## src/rtl/mc_pkg.sv

```systemverilog
// -----------------------------------------------------------------------------
// mc_pkg
// Shared definitions for the multicycle control unit: FSM state encoding,
// instruction class encoding, MIPS opcode / funct field values, ALU opcodes
// driven onto the ALU control interface, and PC source selections.
// -----------------------------------------------------------------------------
package mc_pkg;

  // Control FSM states
  typedef enum logic [2:0] {
    ST_FETCH  = 3'd0,
    ST_DECODE = 3'd1,
    ST_EXEC   = 3'd2,
    ST_MEM    = 3'd3,
    ST_WB     = 3'd4,
    ST_TRAP   = 3'd5
  } state_e;

  // Instruction classes produced by the decoder
  typedef enum logic [3:0] {
    CL_RALU = 4'd0,
    CL_IALU = 4'd1,
    CL_LW   = 4'd2,
    CL_SW   = 4'd3,
    CL_BEQ  = 4'd4,
    CL_BNE  = 4'd5,
    CL_J    = 4'd6,
    CL_JR   = 4'd7,
    CL_ILL  = 4'd8
  } iclass_e;

  // Primary opcodes, IR[31:26]
  localparam logic [5:0] OP_RTYPE = 6'h00;
  localparam logic [5:0] OP_J     = 6'h02;
  localparam logic [5:0] OP_BEQ   = 6'h04;
  localparam logic [5:0] OP_BNE   = 6'h05;
  localparam logic [5:0] OP_ADDI  = 6'h08;
  localparam logic [5:0] OP_ADDIU = 6'h09;
  localparam logic [5:0] OP_ANDI  = 6'h0C;
  localparam logic [5:0] OP_ORI   = 6'h0D;
  localparam logic [5:0] OP_LW    = 6'h23;
  localparam logic [5:0] OP_SW    = 6'h2B;

  // R-type funct codes, IR[5:0]
  localparam logic [5:0] FN_SLL  = 6'h00;
  localparam logic [5:0] FN_SRL  = 6'h02;
  localparam logic [5:0] FN_SRA  = 6'h03;
  localparam logic [5:0] FN_JR   = 6'h08;
  localparam logic [5:0] FN_ADD  = 6'h20;
  localparam logic [5:0] FN_ADDU = 6'h21;
  localparam logic [5:0] FN_SUB  = 6'h22;
  localparam logic [5:0] FN_SUBU = 6'h23;
  localparam logic [5:0] FN_AND  = 6'h24;
  localparam logic [5:0] FN_OR   = 6'h25;
  localparam logic [5:0] FN_NOR  = 6'h27;
  localparam logic [5:0] FN_SLT  = 6'h2A;

  // ALU opcodes on the ALU control interface
  localparam logic [3:0] ALU_NOP   = 4'h0;
  localparam logic [3:0] ALU_ADD   = 4'h1;
  localparam logic [3:0] ALU_ADDU  = 4'h2;
  localparam logic [3:0] ALU_SUB   = 4'h3;
  localparam logic [3:0] ALU_SUBU  = 4'h4;
  localparam logic [3:0] ALU_AND   = 4'h5;
  localparam logic [3:0] ALU_OR    = 4'h6;
  localparam logic [3:0] ALU_NOR   = 4'h7;
  localparam logic [3:0] ALU_SLT   = 4'h8;
  localparam logic [3:0] ALU_SLL   = 4'h9;
  localparam logic [3:0] ALU_SRL   = 4'hA;
  localparam logic [3:0] ALU_SRA   = 4'hB;
  localparam logic [3:0] ALU_PASS  = 4'hC;
  localparam logic [3:0] ALU_EQINV = 4'hD;

  // PC source selections
  localparam logic [1:0] PC_SEQ    = 2'b00;
  localparam logic [1:0] PC_BRANCH = 2'b01;
  localparam logic [1:0] PC_JUMP   = 2'b10;
  localparam logic [1:0] PC_ALU    = 2'b11;

  // Classes that go through the register-file writeback state
  function automatic logic cls_writes_back(input iclass_e c);
    return (c == CL_RALU) || (c == CL_IALU) || (c == CL_LW);
  endfunction

endpackage

```

## src/rtl/alu_op_decode.sv

```systemverilog
// -----------------------------------------------------------------------------
// alu_op_decode
// Purely combinational instruction decoder: classifies the latched instruction
// and produces the ALU control fields for it.
// Ports:
//   opcode_i      IR[31:26]
//   funct_i       IR[5:0]
//   shamt_field_i IR[10:6]
//   iclass_o      instruction class (mc_pkg::iclass_e encoding)
//   alu_op_o      ALU opcode
//   alu_src_o     1 = immediate operand
//   ext_zero_o    1 = zero-extend immediate
//   shamt_o       shift amount
// -----------------------------------------------------------------------------
module alu_op_decode
  import mc_pkg::*;
(
  input  logic [5:0] opcode_i,
  input  logic [5:0] funct_i,
  input  logic [4:0] shamt_field_i,
  output logic [3:0] iclass_o,
  output logic [3:0] alu_op_o,
  output logic       alu_src_o,
  output logic       ext_zero_o,
  output logic [4:0] shamt_o
);

  iclass_e cls_s;

  // Opcode / funct classification and ALU field selection
  always_comb begin
    cls_s      = CL_ILL;
    alu_op_o   = ALU_NOP;
    alu_src_o  = 1'b0;
    ext_zero_o = 1'b0;
    case (opcode_i)
      OP_RTYPE: begin
        case (funct_i)
          FN_ADD:  begin cls_s = CL_RALU; alu_op_o = ALU_ADD;  end
          FN_ADDU: begin cls_s = CL_RALU; alu_op_o = ALU_ADDU; end
          FN_SUB:  begin cls_s = CL_RALU; alu_op_o = ALU_SUB;  end
          FN_SUBU: begin cls_s = CL_RALU; alu_op_o = ALU_SUBU; end
          FN_AND:  begin cls_s = CL_RALU; alu_op_o = ALU_AND;  end
          FN_OR:   begin cls_s = CL_RALU; alu_op_o = ALU_OR;   end
          FN_NOR:  begin cls_s = CL_RALU; alu_op_o = ALU_NOR;  end
          FN_SLT:  begin cls_s = CL_RALU; alu_op_o = ALU_SLT;  end
          FN_SLL:  begin cls_s = CL_RALU; alu_op_o = ALU_SLL;  end
          FN_SRL:  begin cls_s = CL_RALU; alu_op_o = ALU_SRL;  end
          FN_SRA:  begin cls_s = CL_RALU; alu_op_o = ALU_SRA;  end
          FN_JR:   begin cls_s = CL_JR;   alu_op_o = ALU_PASS; end
          default: begin cls_s = CL_ILL;  alu_op_o = ALU_NOP;  end
        endcase
      end
      OP_ADDI:  begin cls_s = CL_IALU; alu_op_o = ALU_ADD;  alu_src_o = 1'b1; end
      OP_ADDIU: begin cls_s = CL_IALU; alu_op_o = ALU_ADDU; alu_src_o = 1'b1; end
      OP_ANDI:  begin cls_s = CL_IALU; alu_op_o = ALU_AND;  alu_src_o = 1'b1; ext_zero_o = 1'b1; end
      OP_ORI:   begin cls_s = CL_IALU; alu_op_o = ALU_OR;   alu_src_o = 1'b1; ext_zero_o = 1'b1; end
      OP_LW:    begin cls_s = CL_LW;   alu_op_o = ALU_ADD;  alu_src_o = 1'b1; end
      OP_SW:    begin cls_s = CL_SW;   alu_op_o = ALU_ADD;  alu_src_o = 1'b1; end
      // Branch compare: beq subtracts, bne uses the inverted-equality op so
      // that alu_zero means "take the branch" for both.
      OP_BEQ:   begin cls_s = CL_BEQ;  alu_op_o = ALU_SUB;   end
      OP_BNE:   begin cls_s = CL_BNE;  alu_op_o = ALU_EQINV; end
      OP_J:     begin cls_s = CL_J;    alu_op_o = ALU_NOP;   end
      default:  begin cls_s = CL_ILL;  alu_op_o = ALU_NOP;   end
    endcase
  end

  assign iclass_o = cls_s;
  assign shamt_o  = shamt_field_i;

endmodule

```

## src/rtl/mc_control.sv

```systemverilog
// -----------------------------------------------------------------------------
// mc_control
// Multicycle control unit for the single-cycle ALU datapath. Fetches an
// instruction over the imem handshake, decodes it, and sequences
// FETCH -> DECODE -> EXEC -> (MEM) -> (WB), driving the ALU control interface
// (alu_op / alu_src / ext_zero / shamt) and the datapath strobes.
//
// Ports:
//   clk, rst                 clock, synchronous active-high reset
//   imem_req/imem_ready/instr instruction fetch handshake
//   alu_zero                 ALU Zero flag (branch resolution in EXEC)
//   alu_op/alu_src/ext_zero/shamt  ALU control, held from EXEC through WB
//   ir_write                 latch instr into datapath IR (fetch cycle)
//   reg_write/reg_dst/mem_to_reg   register file writeback controls (WB)
//   mem_req/mem_we/mem_ready data memory handshake (MEM)
//   pc_write/pc_src          PC update strobe and source select
//   illegal                  sticky illegal-instruction flag
//
// Build option: define ILLEGAL_TRAP_EN to trap on unrecognised instructions
// (TRAP state, illegal=1 until rst). Without it they execute as a NOP and
// illegal is tied low.
//
// All outputs are registered from the next state except ir_write and
// pc_write, which must respond to imem_ready / alu_zero in the same cycle.
// -----------------------------------------------------------------------------
module mc_control
  import mc_pkg::*;
#(
  parameter int PC_W = 10
) (
  input  logic        clk,
  input  logic        rst,
  output logic        imem_req,
  input  logic        imem_ready,
  input  logic [31:0] instr,
  input  logic        alu_zero,
  output logic [3:0]  alu_op,
  output logic        alu_src,
  output logic        ext_zero,
  output logic [4:0]  shamt,
  output logic        ir_write,
  output logic        reg_write,
  output logic        reg_dst,
  output logic        mem_to_reg,
  output logic        mem_req,
  output logic        mem_we,
  input  logic        mem_ready,
  output logic        pc_write,
  output logic [1:0]  pc_src,
  output logic        illegal
);

  // No PC is held here: the datapath forms the PC_W-bit branch/jump/ALU
  // target selected by pc_src. The parameter only documents that width.
  if (PC_W < 2) begin : g_pc_w_note
  end

  state_e      state_q, state_d;
  logic [31:0] ir_q, ir_d;

  logic        imem_req_q, imem_req_d;
  logic [3:0]  alu_op_q, alu_op_d;
  logic        alu_src_q, alu_src_d;
  logic        ext_zero_q, ext_zero_d;
  logic [4:0]  shamt_q, shamt_d;
  logic        reg_write_q, reg_write_d;
  logic        reg_dst_q, reg_dst_d;
  logic        mem_to_reg_q, mem_to_reg_d;
  logic        mem_req_q, mem_req_d;
  logic        mem_we_q, mem_we_d;
  logic [1:0]  pc_src_q, pc_src_d;

  logic [3:0]  cls_raw_s;
  iclass_e     cls_s;
  logic [3:0]  dec_alu_op_s;
  logic        dec_alu_src_s;
  logic        dec_ext_zero_s;
  logic [4:0]  dec_shamt_s;
  logic        fetch_take_s;
  logic        alu_hold_s;
  logic        unused_ir_s;

  alu_op_decode u_dec (
    .opcode_i      (ir_q[31:26]),
    .funct_i       (ir_q[5:0]),
    .shamt_field_i (ir_q[10:6]),
    .iclass_o      (cls_raw_s),
    .alu_op_o      (dec_alu_op_s),
    .alu_src_o     (dec_alu_src_s),
    .ext_zero_o    (dec_ext_zero_s),
    .shamt_o       (dec_shamt_s)
  );

  assign cls_s = iclass_e'(cls_raw_s);

  // Register/immediate fields are consumed by the datapath's own IR copy.
  assign unused_ir_s = ^ir_q[25:11];

  // A fetch completes only while our request is actually up.
  assign fetch_take_s = (state_q == ST_FETCH) && imem_req_q && imem_ready;

  // Next-state and internal IR update
  always_comb begin
    state_d = state_q;
    ir_d    = ir_q;
    case (state_q)
      ST_FETCH: begin
        if (fetch_take_s) begin
          state_d = ST_DECODE;
          ir_d    = instr;
        end else begin
          state_d = ST_FETCH;
        end
      end
      ST_DECODE: begin
        if (cls_s == CL_ILL) begin
`ifdef ILLEGAL_TRAP_EN
          state_d = ST_TRAP;
`else
          state_d = ST_FETCH;
`endif
        end else begin
          state_d = ST_EXEC;
        end
      end
      ST_EXEC: begin
        case (cls_s)
          CL_RALU, CL_IALU: state_d = ST_WB;
          CL_LW, CL_SW:     state_d = ST_MEM;
          default:          state_d = ST_FETCH;
        endcase
      end
      ST_MEM: begin
        if (mem_ready) begin
          state_d = cls_writes_back(cls_s) ? ST_WB : ST_FETCH;
        end else begin
          state_d = ST_MEM;
        end
      end
      ST_WB: state_d = ST_FETCH;
      ST_TRAP: begin
`ifdef ILLEGAL_TRAP_EN
        state_d = ST_TRAP;
`else
        state_d = ST_FETCH;
`endif
      end
      default: state_d = ST_FETCH;
    endcase
  end

  // Moore output values for the state being entered
  always_comb begin
    alu_hold_s   = (state_d == ST_EXEC) || (state_d == ST_MEM) || (state_d == ST_WB);
    imem_req_d   = (state_d == ST_FETCH);
    if (alu_hold_s) begin
      alu_op_d   = dec_alu_op_s;
      alu_src_d  = dec_alu_src_s;
      ext_zero_d = dec_ext_zero_s;
      shamt_d    = dec_shamt_s;
    end else begin
      alu_op_d   = ALU_NOP;
      alu_src_d  = 1'b0;
      ext_zero_d = 1'b0;
      shamt_d    = 5'd0;
    end
    if (state_d == ST_EXEC) begin
      case (cls_s)
        CL_BEQ, CL_BNE: pc_src_d = PC_BRANCH;
        CL_J:           pc_src_d = PC_JUMP;
        CL_JR:          pc_src_d = PC_ALU;
        default:        pc_src_d = PC_SEQ;
      endcase
    end else begin
      pc_src_d = PC_SEQ;
    end
    mem_req_d    = (state_d == ST_MEM);
    mem_we_d     = (state_d == ST_MEM) && (cls_s == CL_SW);
    reg_write_d  = (state_d == ST_WB);
    reg_dst_d    = (state_d == ST_WB) && (cls_s == CL_RALU);
    mem_to_reg_d = (state_d == ST_WB) && (cls_s == CL_LW);
  end

  // PC strobe: fetch completion, or EXEC for branches (alu_zero) and jumps
  always_comb begin
    pc_write = 1'b0;
    if (rst) begin
      pc_write = 1'b0;
    end else if (state_q == ST_FETCH) begin
      pc_write = fetch_take_s;
    end else if (state_q == ST_EXEC) begin
      case (cls_s)
        CL_BEQ, CL_BNE: pc_write = alu_zero;
        CL_J, CL_JR:    pc_write = 1'b1;
        default:        pc_write = 1'b0;
      endcase
    end else begin
      pc_write = 1'b0;
    end
  end

  assign ir_write = fetch_take_s && !rst;

  // State, IR and registered outputs
  always_ff @(posedge clk) begin
    if (rst) begin
      state_q      <= ST_FETCH;
      ir_q         <= 32'd0;
      imem_req_q   <= 1'b0;
      alu_op_q     <= ALU_NOP;
      alu_src_q    <= 1'b0;
      ext_zero_q   <= 1'b0;
      shamt_q      <= 5'd0;
      reg_write_q  <= 1'b0;
      reg_dst_q    <= 1'b0;
      mem_to_reg_q <= 1'b0;
      mem_req_q    <= 1'b0;
      mem_we_q     <= 1'b0;
      pc_src_q     <= PC_SEQ;
    end else begin
      state_q      <= state_d;
      ir_q         <= ir_d;
      imem_req_q   <= imem_req_d;
      alu_op_q     <= alu_op_d;
      alu_src_q    <= alu_src_d;
      ext_zero_q   <= ext_zero_d;
      shamt_q      <= shamt_d;
      reg_write_q  <= reg_write_d;
      reg_dst_q    <= reg_dst_d;
      mem_to_reg_q <= mem_to_reg_d;
      mem_req_q    <= mem_req_d;
      mem_we_q     <= mem_we_d;
      pc_src_q     <= pc_src_d;
    end
  end

`ifdef ILLEGAL_TRAP_EN
  logic illegal_q;

  // Sticky trap flag, cleared only by reset
  always_ff @(posedge clk) begin
    if (rst) begin
      illegal_q <= 1'b0;
    end else begin
      illegal_q <= (state_d == ST_TRAP);
    end
  end

  assign illegal = illegal_q;
`else
  assign illegal = 1'b0;
`endif

  assign imem_req   = imem_req_q;
  assign alu_op     = alu_op_q;
  assign alu_src    = alu_src_q;
  assign ext_zero   = ext_zero_q;
  assign shamt      = shamt_q;
  assign reg_write  = reg_write_q;
  assign reg_dst    = reg_dst_q;
  assign mem_to_reg = mem_to_reg_q;
  assign mem_req    = mem_req_q;
  assign mem_we     = mem_we_q;
  assign pc_src     = pc_src_q;

endmodule

```

## config.mk

```make
export PLATFORM = sky130hd
export DESIGN_NAME = mc_control
export DESIGN_NICKNAME = d
export VERILOG_FILES = /design/src/rtl/mc_pkg.sv /design/src/rtl/alu_op_decode.sv /design/src/rtl/mc_control.sv
export SDC_FILE = /design/constraint.sdc
export NUM_CORES = 1
export LEC_CHECK = 0
export ABC_CLOCK_PERIOD_IN_PS = 3850
export BUFFER_PORTS_ARGS = -buffer_cell sky130_fd_sc_hd__buf_2
export CAP_MARGIN = 10
export CORE_MARGIN = 3
export CORE_UTILIZATION = 54
export CTS_BUF_LIST = sky130_fd_sc_hd__clkbuf_16
export DETAILED_ROUTE_END_ITERATION = 8
export PLACE_DENSITY = 0.84
export SYNTH_ARGS = -nofsm -noshare
export SYNTH_HDL_FRONTEND = slang
export SYNTH_SLANG_ARGS = --single-unit
```

## constraint.sdc

```tcl
create_clock -name clk -period 3.85 [get_ports clk]
set_clock_uncertainty 0.1 [all_clocks]
set_input_delay 0.1925 -clock clk [delete_from_list [all_inputs] [get_ports clk]]
set_output_delay 0.1925 -clock clk [all_outputs]
set_load 0.01 [all_outputs]
```

==> results.toml <==
[critical_path]
critPathKind = "register to output port"
critical_path_required_ns = 3.56
end_kind = "output port"
critPathLaunchType = "register"
reg2reg_setup_slack_ns = 1.59
cp.arrival_ns = 2.17
worstSetupStartpoint = "ir_q[28]"
cp_max_fo = 14
r2r_start = "ir_q[26]"

[grt]
grt_use_total_pct = 21.1
grt-ovfl-total = 0
antenna_found_initial = 0
grt_max_degree = 24
grt_pass1_wl_mm = 6.80
grt_pass1_vias = 1450

[job]
maxCapViolCount = 0

[min_path]
hold_path_class = "input port to register"
holdCritStartpoint = "instr[7]"

[synth]
yosysUniqueCellTypes = 51
syn_nets = 272
yosysTopAreaCell = "dfxtp_1"
synth_area_per_cell_um2 = 8.04
synth.area.top_cells = "dfxtp_1 41%, nand2_1 8.9%, a21oi_1 7.2%"
syn_inst = 235
synth_ff_type = "dfxtp_1"
netlist_area_um2 = 1890
yosys.area.top_type_share_pct = 41.3
synth-async-reset-ratio_pct = 0
yosysWarnings = 0
synth_seq_area_share_pct = 41.3
ys_ff_latch = 39
synth_edf_count = 0

[floorplanning]
die_y_um = 65.2
dieArea_um2 = 4240
start_util_pct = 59.0
die_x_um = 65.2
io_pins = 59
rows = 20
coreArea_um2 = 3200

[cells_and_area]
largest_reg_flops = 17
layout-drive-gt1-share_pct = 22.4
utilization_pct = 69.8
top_register = "ir_q"
nets = 304
area_growth_pct = 18.3
fin_area_um2 = 2230
fill_cells = 290
diodes = 0

[placed_design]
hpwl_mm = 2.87
port_buffers = 42
place.gp.congestion = 0.851
place_area_um2 = 2070

[power]
peakVddDrop_mv = 0.419
p_per_area_nw_per_um2 = 469
leakage_nw = 0.938

[detailed_routing]
drt-vias-per-instance = 5.50
drt_iter0_drc = 87
wl_per_cell_um = 13.2
drt-pass1-iter-count = 4
wirelength_mm = 4.12
route.detailed.drc = 0
ant_nets = 0
vias = 1717

[clock_network]
cts_max_level = 2
cts_tree = "yes"
root_buffer = "clkbuf_16"
cts_buffers = 5
cts_setup_buffers = 0
cts_resized = 0
clkSlewWorstSetupHoldPaths_ns = 0.06
clk_latency_ns = 0.28
postCtsHoldBufs = 0
cts.sinks = 39
clockBufferDepth = 2

[timing]
worst_pin_slew_ns = 0.756
final.setup.tns_ns = 0
fin_crit_ns = 2.46
rsz0062_at_grt = "no"
slew_headroom_pct = 49.5
hold_ws_ns = 0.0402
drv_slew = 0
hold_violations = 0
post-route-period-util_pct = 63.8
timing.fmax_mhz = 407
setup_viol = 0

[outcome]
status = "finished, final reports clean"
[through the flow]
step / std cells / setup WS [ns] / total power, W
after global placement: 304 / 1.72 / 0.000589
after floorplan: 235 / 1.86 / 0.000560
after global routing: 312 / 1.22 / 0.00110
after CTS: 312 / 1.39 / 0.00105
after detailed placement: 304 / 1.71 / 0.000594
final: 312 / 1.39 / 0.00105
[final cells by class]
class	instances	area, µm²	share of cell area (%)
Tap cell	44	55.1	2.46
Sequential cell	39	781	34.9
Clock buffer	5	125	5.60
Multi-Input combinational cell	169	982	44.0
Inverter	10	37.5	1.68
Timing Repair Buffer	42	210	9.41
Clock inverter	3	43.8	1.96
[critical path, cell delays in order, from the launching register on]
cell     delay [ns]
dfxtp_1        0.44
or2_1          0.29
a211o_1        0.30
or2_1          0.29
o31ai_1        0.25
o311a_1        0.19
buf_2          0.13
[path summary, 6_finish.rpt]
| kind | endpoint | cells after the start |
|---|---|---|
| worst max register to register | reg_dst | 5 |
| worst min-delay path | ir_q[7] | 3 |
| worst max-delay path | pc_write | 6 |
| worst min register to register | shamt[3] | 2 |
[cell usage after synthesis, types with 2 or more instances]
master    number
nor3_1         9
nand2b_1       5
a211o_1        2
dfxtp_1       39
o21a_1         2
or2_1          2
a31oi_1        2
nor2b_1        6
a211oi_1       3
a31o_2         2
nand2_1       45
clkbuf_1       7
a21oi_1       27
a41o_1         2
o21ai_0        6
nor2_1        21
nor4_1         2
and3_1         2
buf_2          5
o311a_1        2
nand4b_1       2
inv_1         10
buf_4          3
and4_1         2
[report_power, final]
part	internal [W]	switching, W
Combinational	0.0000625	0.0000846
Clock	0.000305	0.000157
Sequential	0.000418	0.0000224
Total	0.000785	0.000264
[kinds of logic (layout without fill, tap and decap cells)]
kind of cell / Yosys count / after routing / share of synthesized area (%)
xor+xnor: 2 / 2 / 0.927
buf+inv: 27 / 60 / 6.69
simple gates: 106 / 106 / 27.4
other cells: 1 / 1 / 0.198
compound gates: 60 / 60 / 23.4
flops: 39 / 39 / 41.3
[layout by cell type, fill, tap and decap left out, types with 2 or more instances in the layout]
master,n
a31oi_1,2
nand4b_1,2
nor2_1,21
nor2b_1,6
and3_1,2
dfxtp_1,39
or2_1,2
nand2_1,45
inv_1,10
buf_2,42
nor3_1,9
o21a_1,2
o311a_1,2
a41o_1,2
a21oi_1,27
a211o_1,2
a31o_2,2
and4_1,2
nand2b_1,5
clkbuf_16,5
nor4_1,2
a211oi_1,3
o21ai_0,6
[layer usage]
metal  GRT usage, %  wire [µm]  vias to the layer above
met5              0          0                        -
met4           7.51         46                        0
met3           8.03        360                        6
met2           31.8       1920                       72
met1           27.7       1800                      761
li1               -          -                      878
No activity file was read; power rests on OpenSTA's default activity.
